===== config.mk =====
export PLATFORM = sky130hd
export DESIGN_NAME = tx_fsm
export DESIGN_NICKNAME = d
export VERILOG_FILES = /design/src/rtl/tx_fsm.sv
export SDC_FILE = /design/constraint.sdc
export NUM_CORES = 1
export LEC_CHECK = 0
export CAP_MARGIN = 40
export CORE_ASPECT_RATIO = 1.25
export CORE_MARGIN = 8
export CORE_UTILIZATION = 40
export CTS_CLUSTER_SIZE = 40
export DETAILED_ROUTE_END_ITERATION = 6
export GPL_TIMING_DRIVEN = 0
export PLACE_DENSITY = 0.71
export SETUP_SLACK_MARGIN = 0.02
export SYNTH_ARGS = -nofsm -noshare
export SYNTH_HDL_FRONTEND = slang
export SYNTH_SLANG_ARGS = --single-unit

===== constraint.sdc =====
create_clock -name clk -period 2.4 [get_ports clk]
set_clock_uncertainty 0.05 [all_clocks]
set_input_delay 0.6 -clock clk [delete_from_list [all_inputs] [get_ports clk]]
set_output_delay 0.6 -clock clk [all_outputs]
set_load 0.05 [all_outputs]

===== src/rtl/tx_fsm.sv =====
// Request-to-switch issue FSM: captures one request, decodes the switch index, waits for that
// switch to be free, then strobes it. Optional wait timeout is enabled by TX_FSM_TIMEOUT_EN.
module tx_fsm #(
    parameter int unsigned NUM_SW_INST = 5,
    parameter int unsigned W_WIDTH     = 8,
    parameter int unsigned A_WIDTH     = 8,
    parameter int unsigned SW_IDX_LSB  = 4,
    parameter int unsigned TIMEOUT_CYC = 16
) (
    input  logic                   clk,
    input  logic                   rst,
    input  logic                   req_valid,
    output logic                   req_ready,
    input  logic [7:0]             req_op_id,
    input  logic [A_WIDTH-1:0]     req_addr,
    input  logic                   req_wr,
    input  logic [W_WIDTH-1:0]     req_wdata,
    input  logic [NUM_SW_INST-1:0] sw_busy,
    output logic [NUM_SW_INST-1:0] sel_en,
    output logic [7:0]             op_id,
    output logic [A_WIDTH-1:0]     addr_out,
    output logic                   wr_out,
    output logic [W_WIDTH-1:0]     wdata_out,
    output logic                   err_valid,
    output logic [7:0]             err_op_id,
    output logic [1:0]             err_code
);

    localparam int unsigned IDX_W = A_WIDTH - SW_IDX_LSB;
    localparam int unsigned CNT_W = 8;
    localparam logic [1:0]  ERR_DECODE  = 2'b01;
    localparam logic [1:0]  ERR_TIMEOUT = 2'b10;

    typedef enum logic [2:0] {IDLE, DECODE, WAIT, ISSUE, ERR} state_t;

    state_t                 state_q, state_d;
    logic [7:0]             cap_op_q, cap_op_d;
    logic [A_WIDTH-1:0]     cap_addr_q, cap_addr_d;
    logic                   cap_wr_q, cap_wr_d;
    logic [W_WIDTH-1:0]     cap_wdata_q, cap_wdata_d;
    logic [NUM_SW_INST-1:0] sel_en_q, sel_en_d;
    logic [7:0]             op_id_q, op_id_d;
    logic [A_WIDTH-1:0]     addr_out_q, addr_out_d;
    logic                   wr_out_q, wr_out_d;
    logic [W_WIDTH-1:0]     wdata_out_q, wdata_out_d;
    logic                   err_valid_q, err_valid_d;
    logic [7:0]             err_op_id_q, err_op_id_d;
    logic [1:0]             err_code_q, err_code_d;

    logic [IDX_W-1:0]       idx;
    logic                   idx_ok;
    logic                   busy_sel;
    logic [NUM_SW_INST-1:0] idx_onehot;

`ifdef TX_FSM_TIMEOUT_EN
    logic [CNT_W-1:0] cnt_q, cnt_d;
`else
    logic unused_timeout;
    assign unused_timeout = ^{1'b0, CNT_W'(TIMEOUT_CYC)};
`endif

    assign req_ready = (state_q == IDLE) && !rst;

    // Index decode; loops keep selects width-clean and ignore other busy bits
    always_comb begin
        idx        = cap_addr_q[A_WIDTH-1:SW_IDX_LSB];
        idx_ok     = 32'(idx) < NUM_SW_INST;
        busy_sel   = 1'b0;
        idx_onehot = '0;
        for (int i = 0; i < NUM_SW_INST; i++) begin
            if (32'(idx) == i) begin
                busy_sel      = sw_busy[i];
                idx_onehot[i] = 1'b1;
            end
        end
    end

    always_comb begin
        state_d     = state_q;
        cap_op_d    = cap_op_q;
        cap_addr_d  = cap_addr_q;
        cap_wr_d    = cap_wr_q;
        cap_wdata_d = cap_wdata_q;
        sel_en_d    = '0;
        op_id_d     = op_id_q;
        addr_out_d  = addr_out_q;
        wr_out_d    = wr_out_q;
        wdata_out_d = wdata_out_q;
        err_valid_d = 1'b0;
        err_op_id_d = err_op_id_q;
        err_code_d  = err_code_q;
`ifdef TX_FSM_TIMEOUT_EN
        cnt_d       = cnt_q;
`endif
        case (state_q)
            IDLE: begin
                if (req_valid) begin
                    cap_op_d    = req_op_id;
                    cap_addr_d  = req_addr;
                    cap_wr_d    = req_wr;
                    cap_wdata_d = req_wdata;
                    state_d     = DECODE;
                end
            end
            DECODE: begin
                if (!idx_ok) begin
                    state_d     = ERR;
                    err_valid_d = 1'b1;
                    err_op_id_d = cap_op_q;
                    err_code_d  = ERR_DECODE;
                end else begin
                    state_d = WAIT;
`ifdef TX_FSM_TIMEOUT_EN
                    cnt_d   = '0;
`endif
                end
            end
            WAIT: begin
                // Outputs are loaded on the transition so they line up with the ISSUE/ERR state
                if (!busy_sel) begin
                    state_d     = ISSUE;
                    sel_en_d    = idx_onehot;
                    op_id_d     = cap_op_q;
                    addr_out_d  = cap_addr_q;
                    wr_out_d    = cap_wr_q;
                    wdata_out_d = cap_wdata_q;
                end else begin
`ifdef TX_FSM_TIMEOUT_EN
                    cnt_d = cnt_q + CNT_W'(1);
                    if (cnt_d == CNT_W'(TIMEOUT_CYC)) begin
                        state_d     = ERR;
                        err_valid_d = 1'b1;
                        err_op_id_d = cap_op_q;
                        err_code_d  = ERR_TIMEOUT;
                    end
`endif
                end
            end
            ISSUE:   state_d = IDLE;
            ERR:     state_d = IDLE;
            default: state_d = IDLE;
        endcase
    end

    always_ff @(posedge clk or posedge rst) begin
        if (rst) begin
            state_q     <= IDLE;
            cap_op_q    <= '0;
            cap_addr_q  <= '0;
            cap_wr_q    <= 1'b0;
            cap_wdata_q <= '0;
            sel_en_q    <= '0;
            op_id_q     <= '0;
            addr_out_q  <= '0;
            wr_out_q    <= 1'b0;
            wdata_out_q <= '0;
            err_valid_q <= 1'b0;
            err_op_id_q <= '0;
            err_code_q  <= '0;
        end else begin
            state_q     <= state_d;
            cap_op_q    <= cap_op_d;
            cap_addr_q  <= cap_addr_d;
            cap_wr_q    <= cap_wr_d;
            cap_wdata_q <= cap_wdata_d;
            sel_en_q    <= sel_en_d;
            op_id_q     <= op_id_d;
            addr_out_q  <= addr_out_d;
            wr_out_q    <= wr_out_d;
            wdata_out_q <= wdata_out_d;
            err_valid_q <= err_valid_d;
            err_op_id_q <= err_op_id_d;
            err_code_q  <= err_code_d;
        end
    end

`ifdef TX_FSM_TIMEOUT_EN
    always_ff @(posedge clk or posedge rst) begin
        if (rst) cnt_q <= '0;
        else     cnt_q <= cnt_d;
    end
`endif

    assign sel_en    = sel_en_q;
    assign op_id     = op_id_q;
    assign addr_out  = addr_out_q;
    assign wr_out    = wr_out_q;
    assign wdata_out = wdata_out_q;
    assign err_valid = err_valid_q;
    assign err_op_id = err_op_id_q;
    assign err_code  = err_code_q;

endmodule


# Word level (Yosys, flattened, before mapping)
# Index checks and enable logic that the tools add are counted.
# W data, S select, Z words.
# totals
rom_bits,0
word_cells,50
mem_bits_rw,0
reg_bits,68
n_memories,0
input_bits,33
out_inout_bits,42
latch_bits,0
# op_classes
bitwise_logic,2
reduce_logical,8
shifts,0
eq_ne,8
div_mod_pow,0
n_addsub,0
n_mul,0
magnitude_cmp,1
mux,18
# op_table
cell,count
$mux W1,12
$mux W5,2
$mux W3,3
$pmux W3 S3,1
$eq A4 B2 Y1 const B,2
$reduce_and A2 Y1,4
$eq A4 B1 Y1 const B,1
$eq A4 B3 Y1 const B,1
$logic_not A4 Y1,1
$lt A4 B3 Y1 const B,1
$ne A2 B2 Y1 const B,2
$eq A3 B1 Y1 const B,1
$eq A3 B2 Y1 const B,1
$logic_not A3 Y1,1
$not A1 Y1,2
$logic_and A1 B1 Y1,1
$logic_not A1 Y1,1

# Longest topological paths before layout
# depth
depth_word,8
mapped_depth,6
depth_no_buf,5

# Worst setup path after synthesis
# No wires, ideal clock.
# synth_path
path_type,input -> output
start,input rst
end,output req_ready
n_path_buf,0
t_required_ns,1.750
t_arrival_ns,2.049
slack_ns,-0.299
cell_stages,1
path_cell_list,nor4_1
# synth_between
elab_chain_len,2
# synth_rtl
item,line_no,text
from (decl),11,"input logic rst,"
$logic_not A1 Y1 (no source line),n/a,
$logic_and A1 B1 Y1,62,assign req_ready = (state_q == IDLE) && !rst;
to (decl),13,"output logic req_ready,"
# No other way between the ends.

# Worst setup path in the final report
# Ends and elaborated chain as after synthesis.

==> results.sh <==
export IMPL_outcome="finished, final reports clean"
export IMPL_async_reset_ff_share_pct=100
export IMPL_cts_buffers=9
export IMPL_grt_pass1_vias=1772
export IMPL_ff2ff_setup_slack_ps=280
export IMPL_fp_dieH_um=107
export IMPL_yosysUniqueCellTypes=32
export IMPL_final_common_cell="clkdlybuf4s50_1"
export IMPL_crit_path_end_kind="output pin"
export IMPL_grt_pass1_wl_mm=9.15
export IMPL_synth_top_area_cell="dfrtp_1"
export IMPL_start_util_pct=41.0
export IMPL_hold_viol_final=0
export IMPL_grt_start_max_net_pins=42
export IMPL_track_usage_pct=12.8
export IMPL_wl_per_cell_um=16.2
export IMPL_final_antenna_net_count=0
export IMPL_crit_fanout=2
export IMPL_dieArea_sq_um=9570
export IMPL_drive_above_1_share_pct=32.2
export IMPL_syn_area_sq_um=2670
export IMPL_worstPathArrival_ps=1660
export IMPL_ys_warnings_count=0
export IMPL_hold_end="err_code[0]"
export IMPL_worstHoldStart="err_code[0]"
export IMPL_fill_cells=590
export IMPL_drc=0
export IMPL_netlist_area_leader_share_pct=63.7
export IMPL_die_width_um=89.1
export IMPL_final_setup_viol_count=0
export IMPL_avgSynthCellArea_sq_um=15.4
export IMPL_fmax_mhz=433
export IMPL_finalMaxSlewViolations=0
export IMPL_rows=33
export IMPL_dp_hpwl_mm=4.19
export IMPL_ioPinCount=75
export IMPL_antenna_cells=0
export IMPL_dr_pass1_iters=2
export IMPL_fin_crit_sh_pct=96.2
export IMPL_clkLatencyLatePin_ps=330
export IMPL_period_needed_ps=2310
export IMPL_worstMarginPinSlew_ps=537
export IMPL_syn_inst=174
export IMPL_synth_area_top_cells="dfrtp_1 (64%), mux2_2 (19%), mux2_4 (4.5%)"
export IMPL_overflow=0
export IMPL_area_delta_synth_final_pct=40.0
export IMPL_cp_start_kind="input pin"
export IMPL_via_count=1654
export IMPL_holdPathStages=1
export IMPL_place_gp_congestion=0.746
export IMPL_reg2reg_to="wdata_out[6]"
export IMPL_rsz0062_at_grt="false"
export IMPL_rr_startpoint="cap_addr_q[5]"
export IMPL_coreArea_sq_um=6520
export IMPL_synth_edf_count=0
export IMPL_cts_root_buf="clkbuf_8"
export IMPL_clockBufferDepth=2
export IMPL_slew_headroom_pct=64.1
export IMPL_port_buffers=73
export IMPL_clkSlewWorstSetupHoldPaths_ps=70
export IMPL_cts_tree="done"
export IMPL_synth_seq_cells=68
export IMPL_viasPerCell=4.71
export IMPL_final_cell_mix="clkdlybuf4s50_1 (72), dfrtp_1 (68), mux2_2 (45)"
export IMPL_hold_class="register to register"
export IMPL_syn_num_nets=207
export IMPL_ir_drop_uv=974
export IMPL_leakage_uw=0.00162
export IMPL_drv_cap=0
export IMPL_reg2regPathDepth=6
export IMPL_total_power_uw=5940
export IMPL_numClockSinks=68
export IMPL_nNetsFinal=292
export IMPL_fin_tns_setup_ps=0
export IMPL_cts_hold_buffers_added=0
export IMPL_ys_seq_area_share_pct=63.7
export IMPL_crit_required_ps=1750
export IMPL_power_density_nw_per_um2=1590
export IMPL_routed_wirelength_mm=5.67
export IMPL_cts_max_level=3
export IMPL_antenna_found_initial=0
export IMPL_fin_util_pct=57.4
export IMPL_first_iter_violations=16
export IMPL_path_class="input pin to output pin"
export IMPL_synth_ff_type="dfrtp_1"
[logic make-up (layout without fill, tap and decap cells)]
| kind of cell | count (synthesis) | count (layout) | synth area share [%] |
|---|---|---|---|
| AND/OR/NAND/NOR | 25 | 25 | 5.57 |
| other | 1 | 1 | 0.140 |
| AO/OA/AOI/OAI | 13 | 13 | 3.79 |
| flip-flops | 68 | 68 | 63.7 |
| multiplexers | 54 | 54 | 23.8 |
| buffers and inverters | 13 | 103 | 3.00 |
[worst max-delay path, cell delays in order]
cell             delay, ps
clkdlybuf4s50_1        470
nor4_2                 170
clkdlybuf4s15_2        420
[state kept, by name (all words and copies together), names as in the netlist, 5 cells and up]
| signal | flops |
|---|---|
| cap_wdata_q | 8 |
| addr_out | 8 |
| op_id | 8 |
| sel_en | 5 |
| err_op_id | 8 |
| cap_addr_q | 8 |
| cap_op_q | 8 |
| wdata_out | 8 |
[routing by layer]
metal / GRT usage, % / up-vias / share of wire (%)
li1: - / 782 / -
met4: 6.08 / 0 / 1.8
met5: 0 / - / 0
met1: 14.2 / 818 / 40
met3: 4.74 / 9 / 6.1
met2: 20.9 / 45 / 52
[Yosys cell counts, types with 2 or more instances]
cell,count
dfrtp_1,68
mux2_2,45
mux2_4,8
inv_1,6
nor2_1,5
nand2_1,4
nor3_1,4
o21ai_0,4
a21oi_1,2
buf_2,2
buf_6,2
nand2b_1,2
nor4b_1,2
o2bb2ai_1,2
[what timing repair did]
action                                  CTS  global route
endpoints found under the setup margin    1             0
resized for setup                         4             0
setup buffers                             0             0
[area by class of cell]
cell class	count	area (sq um)	area share [%]
clock inverters	6	62.6	1.67
flip-flops and latches	68	1700	45.5
repair buffers	74	752	20.1
well taps	87	109	2.91
clock buffers	10	138	3.68
multi-input cells	93	897	24.0
plain buffers	7	57.6	1.54
inverters	6	25.0	0.669
[power breakdown]
part	internal (uW)	switching [uW]	leakage [uW]
logic	1270	1690	0.000691
registers	1690	351	0.000822
clock network	508	432	0.000106
total	3470	2470	0.00162
[worst max path at each step]
stage,depth (start not counted),slack [ps],to,start
2_1_floorplan,1,40,addr_out[0],rst
3_3_place_gp,2,-1150,cap_wdata_q[1],rst
3_5_place_dp,3,-370,req_ready,rst
4_1_cts,3,80,req_ready,rst
5_1_grt,3,50,req_ready,rst
6_report,3,90,req_ready,rst
[through the flow]
stage / hold WS (ps) / cells / worst slack [ps] / area [sq um]
floorplan: 425 / 174 / 38.5 / 2680
global placement: 400 / 334 / -1150 / 3520
global route: 442 / 351 / 50.4 / 3740
finish: 419 / 351 / 91.7 / 3740
detailed placement: 409 / 335 / -365 / 3540
CTS: 430 / 351 / 75.5 / 3740
(Power assumes the default switching activity.)
